===== config.mk =====
export PLATFORM = sky130hd
export DESIGN_NAME = bist_resp_analyzer
export DESIGN_NICKNAME = d
export VERILOG_FILES = /design/src/rtl/bist_resp_analyzer.sv
export SDC_FILE = /design/constraint.sdc
export NUM_CORES = 1
export LEC_CHECK = 0
export ABC_AREA = 1
export BUFFER_PORTS_ARGS = -buffer_cell sky130_fd_sc_hd__buf_2
export CORE_MARGIN = 2
export CORE_UTILIZATION = 52
export DETAILED_ROUTE_END_ITERATION = 16
export HOLD_SLACK_MARGIN = 0.02
export PLACE_DENSITY = 0.81
export SETUP_SLACK_MARGIN = 0.5
export SLEW_MARGIN = 30
export SYNTH_ARGS = -nofsm -noshare
export SYNTH_HDL_FRONTEND = slang
export SYNTH_SLANG_ARGS = --single-unit

===== constraint.sdc =====
create_clock -name clk -period 3.65 [get_ports clk]
set_clock_uncertainty 0.15 [all_clocks]
set_input_delay 0.1825 -clock clk [delete_from_list [all_inputs] [get_ports clk]]
set_output_delay 0.1825 -clock clk [all_outputs]
set_load 0.05 [all_outputs]

===== src/rtl/bist_resp_analyzer.sv =====
// -----------------------------------------------------------------------------
// bist_resp_analyzer
//
// Output response analyzer for the BIST/ATPG path. It compacts circuit-under-test
// responses into a multiple-input signature register (MISR). After PATTERN_COUNT
// accepted responses, it compares the signature with GOLDEN and reports pass/fail.
//
// Parameters:
//   WIDTH          response / signature width (>= 2)
//   PATTERN_COUNT  responses compacted per run (>= 1)
//   POLY           MISR feedback taps (bit i set: feedback XORs into bit i)
//   SEED           signature value loaded at reset and at every run start
//   GOLDEN         expected final signature
//
// Ports:
//   clk         in   single clock, rising edge
//   rst         in   synchronous active-high reset
//   start       in   begin a run (sampled in IDLE or DONE only)
//   resp_valid  in   resp_in carries a CUT response this cycle
//   resp_in     in   CUT response word
//   resp_mask   in   (BSA_XMASK_EN only) bits forced to 0 before compaction
//   busy        out  high while in RUN
//   done        out  high while in DONE
//   pass        out  in DONE: signature == GOLDEN; 0 otherwise
//   signature   out  current MISR contents
//   count       out  responses accepted this run
//
// Optional feature macro: BSA_XMASK_EN (adds resp_mask X-masking).
//
// Handshake: no backpressure exists. A response is taken on every rising edge
// where resp_valid = 1 and the FSM is in RUN. At all other times, resp_valid is
// ignored.
// -----------------------------------------------------------------------------
module bist_resp_analyzer #(
    parameter int               WIDTH         = 5,
    parameter int               PATTERN_COUNT = 31,
    parameter logic [WIDTH-1:0] POLY          = 5'b00101,
    parameter logic [WIDTH-1:0] SEED          = '0,
    parameter logic [WIDTH-1:0] GOLDEN        = '0
) (
    input  logic                                   clk,
    input  logic                                   rst,
    input  logic                                   start,
    input  logic                                   resp_valid,
    input  logic [WIDTH-1:0]                       resp_in,
`ifdef BSA_XMASK_EN
    input  logic [WIDTH-1:0]                       resp_mask,
`endif
    output logic                                   busy,
    output logic                                   done,
    output logic                                   pass,
    output logic [WIDTH-1:0]                       signature,
    output logic [$clog2(PATTERN_COUNT+1)-1:0]     count
);

    localparam int            CW   = $clog2(PATTERN_COUNT + 1);
    localparam logic [CW-1:0] LAST = CW'(PATTERN_COUNT - 1);

    typedef enum logic [1:0] {
        IDLE = 2'd0,
        RUN  = 2'd1,
        DONE = 2'd2
    } state_t;

    state_t           state_q, state_d;
    logic [WIDTH-1:0] sig_q, sig_d;
    logic [CW-1:0]    cnt_q, cnt_d;
    logic             pass_q, pass_d;
    logic [WIDTH-1:0] word;
    logic [WIDTH-1:0] misr_next;

    // This is the word that gets compacted. Masked bits are unknown X-sources, so
    // they are forced to 0 and cannot corrupt the signature.
`ifdef BSA_XMASK_EN
    assign word = resp_in & ~resp_mask;
`else
    assign word = resp_in;
`endif

    // MISR step: shift left. If the MSB falls out, fold it back through POLY.
    // Then XOR in the response word.
    assign misr_next = {sig_q[WIDTH-2:0], 1'b0}
                     ^ (sig_q[WIDTH-1] ? POLY : '0)
                     ^ word;

    always_ff @(posedge clk) begin
        if (rst) begin
            state_q <= IDLE;
            sig_q   <= SEED;
            cnt_q   <= '0;
            pass_q  <= 1'b0;
        end else begin
            state_q <= state_d;
            sig_q   <= sig_d;
            cnt_q   <= cnt_d;
            pass_q  <= pass_d;
        end
    end

    always_comb begin
        state_d = state_q;
        sig_d   = sig_q;
        cnt_d   = cnt_q;
        pass_d  = pass_q;
        unique case (state_q)
            IDLE, DONE: begin
                // Every run starts from a clean slate, including a restart out of DONE.
                if (start) begin
                    state_d = RUN;
                    sig_d   = SEED;
                    cnt_d   = '0;
                    pass_d  = 1'b0;
                end
            end
            RUN: begin
                if (resp_valid) begin
                    sig_d = misr_next;
                    cnt_d = cnt_q + CW'(1);
                    // The verdict is taken from the next-state signature. This makes
                    // pass valid in the first DONE cycle.
                    if (cnt_q == LAST) begin
                        state_d = DONE;
                        pass_d  = (misr_next == GOLDEN);
                    end
                end
            end
            default: begin
                state_d = IDLE;
            end
        endcase
    end

    assign busy      = (state_q == RUN);
    assign done      = (state_q == DONE);
    assign pass      = pass_q;
    assign signature = sig_q;
    assign count     = cnt_q;

endmodule

Word level (Yosys, flattened, before mapping)
Index checks and enable logic that the tools add are counted.
Widths: inputs -> output; s select.

cells by class
  reductions and logical operators = 7
  eq/ne operators = 6
  mux-type cells = 14
  bitwise gates (word level) = 2
  add/subtract/negate cells = 1

operator list
  operator             number
  $pmux 5 s2           2
  $mux 5               3
  $mux 2               3
  $reduce_and 3->1     2
  $add 5x1->5 const B  1
  $eq 5x5->1 const B   1
  $logic_not 5->1      1
  $xor 5x3->5          1
  $xor 5x5->5          1
  $ne 2x2->1 const B   2
  $pmux 2 s2           1
  $reduce_and 4->1     1
  $mux 1               3
  $mux 3               1
  $eq 2x1->1 const B   1
  $eq 2x2->1 const B   1
  $logic_not 2->1      1
  $ne 2x1->1 const B   1
  $pmux 1 s2           1
  $reduce_bool 2->1    1
  $reduce_or 2->1      1

storage, ports and cells
  output and inout bits = 13
  bits of input ports = 9
  bits in registers = 13
  word-level logic and storage cells = 34

Depth between registers and ports, before layout
Gate-level depths: netlist of run 1.

  depth in word-level cells = 7
  mapped depth = 8
  mapped depth without buffers = 8

Worst setup path before layout of run 1
Ideal clock, no wire load.

  path type = register -> register
  start = register cnt_q[1], in the netlist count[1]
  end = register pass_q, in the netlist pass
  arrival time = 1.396 ns
  library setup time = 0.070 ns
  clock period less this slack = 1.616 ns
  stages on the path, launching flop included = 8
  setup slack = 2.034 ns
  buffers on the path = 0
  required time = 3.430 ns
  cell sequence = dfxtp_1 -> ha_1 -> nand2_1 -> nor2_1 -> nand3_1 -> nand3b_1 -> nand2_1 -> a21oi_1

between the ends
  longest elaborated chain between the ends = 3

ends and longest elaborated chain
  what                        line  RTL
  start: declaration          67    logic [CW-1:0] cnt_q, cnt_d;
  start signal: assignment    95    cnt_q <= cnt_d;
  $eq 5x5->1                  121   if (cnt_q == LAST) begin
  $ne 2x1->1 (no line)        -
  $reduce_and 4->1 (no line)  -
  end signal: assignment      96    pass_q <= pass_d;
  end: declaration            68    logic pass_q, pass_d;

Every way passes these cells.
A chain may end at the register's enable or synchronous reset.

Worst setup path in the final report of run 1
  start = register state_q[1]
  end = output done

between the ends
  longest elaborated chain between the ends = 1

ends and longest elaborated chain
  what                      line  RTL
  start: declaration        65    state_t state_q, state_d;
  start signal: assignment  93    state_q <= state_d;
  $eq 2x2->1                134   assign done = (state_q == DONE);
  end: declaration          50    output logic done,

Every way passes these cells.

==> impl_metrics.tcl, run 1 <==
set metrics [dict create \
    status "completed" \
    hpwl_mm 1.15 \
    final_cell_mix "nand2_1 (32), buf_2 (21), inv_1 (19)" \
    seq_area_frac_synth_pct 35.6 \
    dpl.cell_count 147 \
    clkPwrFrac_pct 29.8 \
    synth_warnings 0 \
    drc 0 \
    final_max_slew_viol_count 0 \
    cts.sinks 13 \
    synthTopCellsByArea "dfxtp_1 (36%), nand2_1 (16%), inv_1 (9.7%)" \
    placed_area_sq_um 852 \
    final_common_cell "nand2_1" \
    finalNonFillerCells 151 \
    post-route-min-period_ps 1500 \
    hold_buffers 0 \
    dpl_worst_slack_ps 2310 \
    ir_drop_mv 0.219 \
    use_met2_pct 27.8 \
    via_per_inst 4.85 \
    finalHoldViolCount 0 \
    slowest_stage "dfxtp_1" \
    max_stage_delay_ps 440 \
    crit_chain "inv_1 -> nor2_1 -> buf_2" \
    p_int_mw 0.207 \
    die_area_sq_um 1720 \
    top_usage_layer "met2" \
    syn_area_sq_um 732 \
    syn2layout_area_growth_pct 20.0 \
    synth_edf_count 0 \
    pwr-share-seq_pct 49.3 \
    tritoncts "built" \
    die_h_um 41.5 \
    wl_per_cell_um 9.74 \
    worstPathArrival_ps 1170 \
    total_power_mw 0.305 \
    path_class "flop to output port" \
    nNetsFinal 148 \
    yosysUniqueCellTypes 19 \
    drt_pass1_iterations 4 \
    power_frac_comb_pct 20.9 \
    rsz0062_at_grt "no" \
    p_leak_nw 0.469 \
    postCtsSetupRepairBufs 0 \
    synth_ff_type "dfxtp_1" \
    drt_iter0_drc 17 \
    fp.dieW_um 41.5 \
    gp_congestion 0.831 \
    synth_area_per_cell_sq_um 6.54 \
    fin_area_sq_um 878 \
    p_sw_share_pct 32.0 \
    layout-drive-gt1-share_pct 22.8 \
    via_count 732 \
    critPathLaunch "state_q[1]$_SDFFE_PP0P_" \
    ant_nets 0 \
    clk_pin_slew_worst_paths_ps 80 \
    setup_tns_ps 0 \
    ys_ff_latch 13 \
    cp_max_fo 2 \
    worst_hold_path_type "primary input to flop" \
    h-tree-depth 1 \
    worstSetupStartpointType "flop" \
    grt_pass1_vias 600 \
    routed_wl_mm 1.47 \
    grt_pass1_wl_mm 2.53 \
    grt_overflow 0 \
    grt_util_met1_pct 25.3 \
    worstHoldStart "rst" \
    timing.fmax_mhz 667 \
    use_met3_pct 5.22 \
    critPathCaptureType "output port" \
    synth-async-reset-ratio_pct 0 \
    slew_headroom_pct 79.8 \
    grt_util_all_layers_pct 18.7 \
    switchingPower_mw 0.0973 \
    n_antenna_cell 0 \
    worst_pin_slew_ps 303 \
    synth_top_area_cell "dfxtp_1" \
    clkLatencyLatePin_ps 270 \
    cap_viol_max_count 0 \
    finalCritPeriodShare_pct 41.0 \
    worstPathRequired_ps 3320 \
    ios 22 \
    power.density_nw_per_um2 347 \
    fin_ws_ps 2150 \
    syn_nets 123 \
    synthCells 112 \
    io_buffers 21 \
    grt_max_degree 11 \
    setup_viol 0 \
    clockBufferDepth 2 \
    clockRootBuffer "clkbuf_4" \
    synth.top_cell.area_share_pct 35.6 \
    antenna_found_initial 0 \
    cts_made_buffers 3 \
    start_util_pct 56.3 \
    core_sq_um 1300 \
    ctsResizeCount 0 \
    worstReg2RegStart "count[0]$_SDFFE_PP0P_" \
    rows 13 \
]
==> cell type report <==
class | instances | area [sq um]
inverter | 22 | 82.6
sequential | 13 | 260
timing repair buffer | 21 | 105
tap | 15 | 18.8
multi-input combinational | 76 | 385
fill | 122 | 423
clock buffer | 4 | 26.3
==> power groups by stage <==
stage	logic [mW]	clock network [mW]	registers (mW)
detailed placement	0.0637	0	0.154
CTS	0.0640	0.0905	0.150
global placement	0.0626	0	0.153
global route	0.0702	0.0973	0.151
finish	0.0637	0.0906	0.150
floorplan	0.0350	0	0.166
==> cell usage after synthesis, types with 2 or more instances <==
master,n
nand3_1,8
ha_1,2
a21oi_1,11
inv_2,3
dfxtp_1,13
nand2_1,32
inv_1,19
nor2_1,13
==> stage by stage <==
step           utilization [%]  hold slack (ps)
2_1_floorplan                -              205
3_3_place_gp              65.5              326
3_5_place_dp              65.5              333
4_1_cts                   67.5             46.6
5_1_grt                   67.5             54.4
6_report                  67.5             49.9
==> path summary, 6_finish.rpt <==
path	endpoint	slack [ps]	depth (start not counted)
worst min-delay path	signature[0]$_SDFFE_PP0P_	50	2
worst max-delay path	done	2150	3
worst max register to register	pass$_SDFFE_PP0P_	2290	8
worst min register to register	signature[0]$_SDFFE_PP0P_	340	2
==> state kept, by name, indices dropped and copies added (netlist names) <==
name and cells:
count 5, state_q 2, pass 1, signature 5
==> routing by layer <==
metal | up-vias | part of all wire, %
li1 | 393 | -
met2 | 18 | 46
met5 | - | 0
met3 | 2 | 4.9
met4 | 0 | 0.95
met1 | 319 | 48
==> kinds of logic after synthesis <==
group                    count (synthesis)  synth area share, %
XOR/XNOR                                 1                 1.20
flip-flops                              13                 35.6
AND/OR/NAND/NOR                         60                 39.0
adder cells (fa/ha/maj)                  2                 3.42
buffers and inverters                   23                 11.8
AO/OA/AOI/OAI                           13                 9.06
==> critical path, delay by kind of cell (launching register included) <==
family	cells	cell delay, ps
flip-flops	1	440
buffers and inverters	2	340
AND/OR/NAND/NOR	1	120
No activity file was read; power rests on OpenSTA's default activity.
==> run 2: changes to the inputs <==
Settings changed: CORE_UTILIZATION 52 to 49, PLACE_DENSITY 0.81 to 0.77.
Clock period 3.65 ns to 1.4 ns, I/O delays scaled along.
==> impl_metrics.tcl, run 2 (synthesized netlist as in run 1, its figures left out) <==
set metrics [dict create \
    die_h_um 42.7 \
    drt_pass1_iterations 4 \
    slew_headroom_pct 79.6 \
    cp_max_fo 6 \
    fp.dieW_um 42.7 \
    critPathCaptureType "flop" \
    tritoncts "built" \
    p_sw_share_pct 33.8 \
    final_cell_mix "nand2_1 (30), inv_1 (17), dfxtp_4 (12)" \
    switchingPower_mw 0.291 \
    worstSetupStartpointType "flop" \
    clkPwrFrac_pct 28.3 \
    grt_util_all_layers_pct 24.7 \
    n_antenna_cell 0 \
    fin_ws_ps 80.2 \
    clockBufferDepth 2 \
    grt_max_degree 11 \
    die_area_sq_um 1820 \
    layout-drive-gt1-share_pct 42.7 \
    core_sq_um 1350 \
    setup_viol 0 \
    pwr-share-seq_pct 44.4 \
    finalHoldViolCount 8 \
    gp_congestion 0.764 \
    finalCritPeriodShare_pct 94.3 \
    clk_pin_slew_worst_paths_ps 80 \
    syn2layout_area_growth_pct 62.9 \
    clkLatencyLatePin_ps 290 \
    h-tree-depth 1 \
    via_per_inst 5.20 \
    cap_viol_max_count 0 \
    timing.fmax_mhz 758 \
    setup_tns_ps 0 \
    violations "negative hold slack" \
    ios 22 \
    grt_pass1_vias 830 \
    grt_overflow 0 \
    power_frac_comb_pct 27.3 \
    dpl_worst_slack_ps 84.3 \
    io_buffers 21 \
    hpwl_mm 1.17 \
    final_max_slew_viol_count 0 \
    cts.sinks 13 \
    status "complete, but fails checks" \
    wl_per_cell_um 12.9 \
    cts_made_buffers 3 \
    p_leak_nw 0.539 \
    antenna_found_initial 0 \
    p_int_mw 0.570 \
    rows 13 \
    worstPathRequired_ps 1470 \
    grt_pass1_wl_mm 3.49 \
    total_power_mw 0.861 \
    ant_nets 0 \
    routed_wl_mm 2.04 \
    worst_hold_path_type "primary input to flop" \
    worst_pin_slew_ps 307 \
    power.density_nw_per_um2 722 \
    drt_iter0_drc 15 \
    post-route-min-period_ps 1320 \
    clockRootBuffer "clkbuf_4" \
    rsz0062_at_grt "yes" \
    hold_slack_ps -67.2 \
    path_class "flop to flop" \
    start_util_pct 54.2 \
    via_count 821 \
    ir_drop_mv 0.527 \
    final_util_pct 88.3 \
    drc 0 \
    worstPathArrival_ps 1390 \
    final_common_cell "nand2_1" \
    nNetsFinal 155 \
]
run 2: cell type report:
type,count,area [sq um]
well taps,15,18.8
clock buffers,4,26.3
inverters,22,95.1
flip-flops and latches,13,305
repair buffers,27,284
multi-input cells,77,463
fillers,66,158
run 2: worst max-delay path, cell delays in order (launching register included):
cell and delay, ps:
dfxtp_4 380, inv_6 50, nor2_8 200, buf_6 130
nand3_4 70, nand3b_1 110, nand2_1 60, a21oi_1 100
run 2: layer usage:
metal / vias to the layer above / GRT usage (%) / routed length (um)
met5: - / 0 / 0
met4: 0 / 6.25 / 34
met3: 5 / 2.98 / 60
met2: 19 / 46.1 / 1110
met1: 383 / 29.4 / 830
li1: 414 / - / -
run 2: final timing paths:
check	startpoint	end	slack [ps]	depth (start not counted)
setup / recovery	state_q[0]$_SDFFE_PP0P_	pass$_SDFFE_PP0P_	80	7
setup reg to reg	state_q[0]$_SDFFE_PP0P_	pass$_SDFFE_PP0P_	80	7
hold / removal	rst	signature[1]$_SDFFE_PP0P_	-70	2
hold reg to reg	signature[2]$_SDFFE_PP0P_	signature[2]$_SDFFE_PP0P_	360	2
run 2: metrics by stage:
stage	cells	cell area [sq um]
after detailed placement	147	912
final	158	1190
after floorplan	112	792
after global routing	158	1190
after CTS	155	1110
after global placement	147	912
run 2: repair_timing:
item / 4_1_cts / 5_1_grt
pin swaps: 9 / 7
cloned: 1 / 0
setup buffers: 3 / 3
hold endpoints to repair: 11 / 8
gates resized for setup: 45 / 14
setup endpoints to repair: 26 / 26
run 2: power by group through the flow:
stage | Combinational, mW | Clock [mW] | Sequential (mW)
detailed placement | 0.174 | 0 | 0.400
floorplan | 0.0998 | 0 | 0.433
global route | 0.251 | 0.258 | 0.383
CTS | 0.206 | 0.237 | 0.388
global placement | 0.173 | 0 | 0.399
finish | 0.235 | 0.243 | 0.382
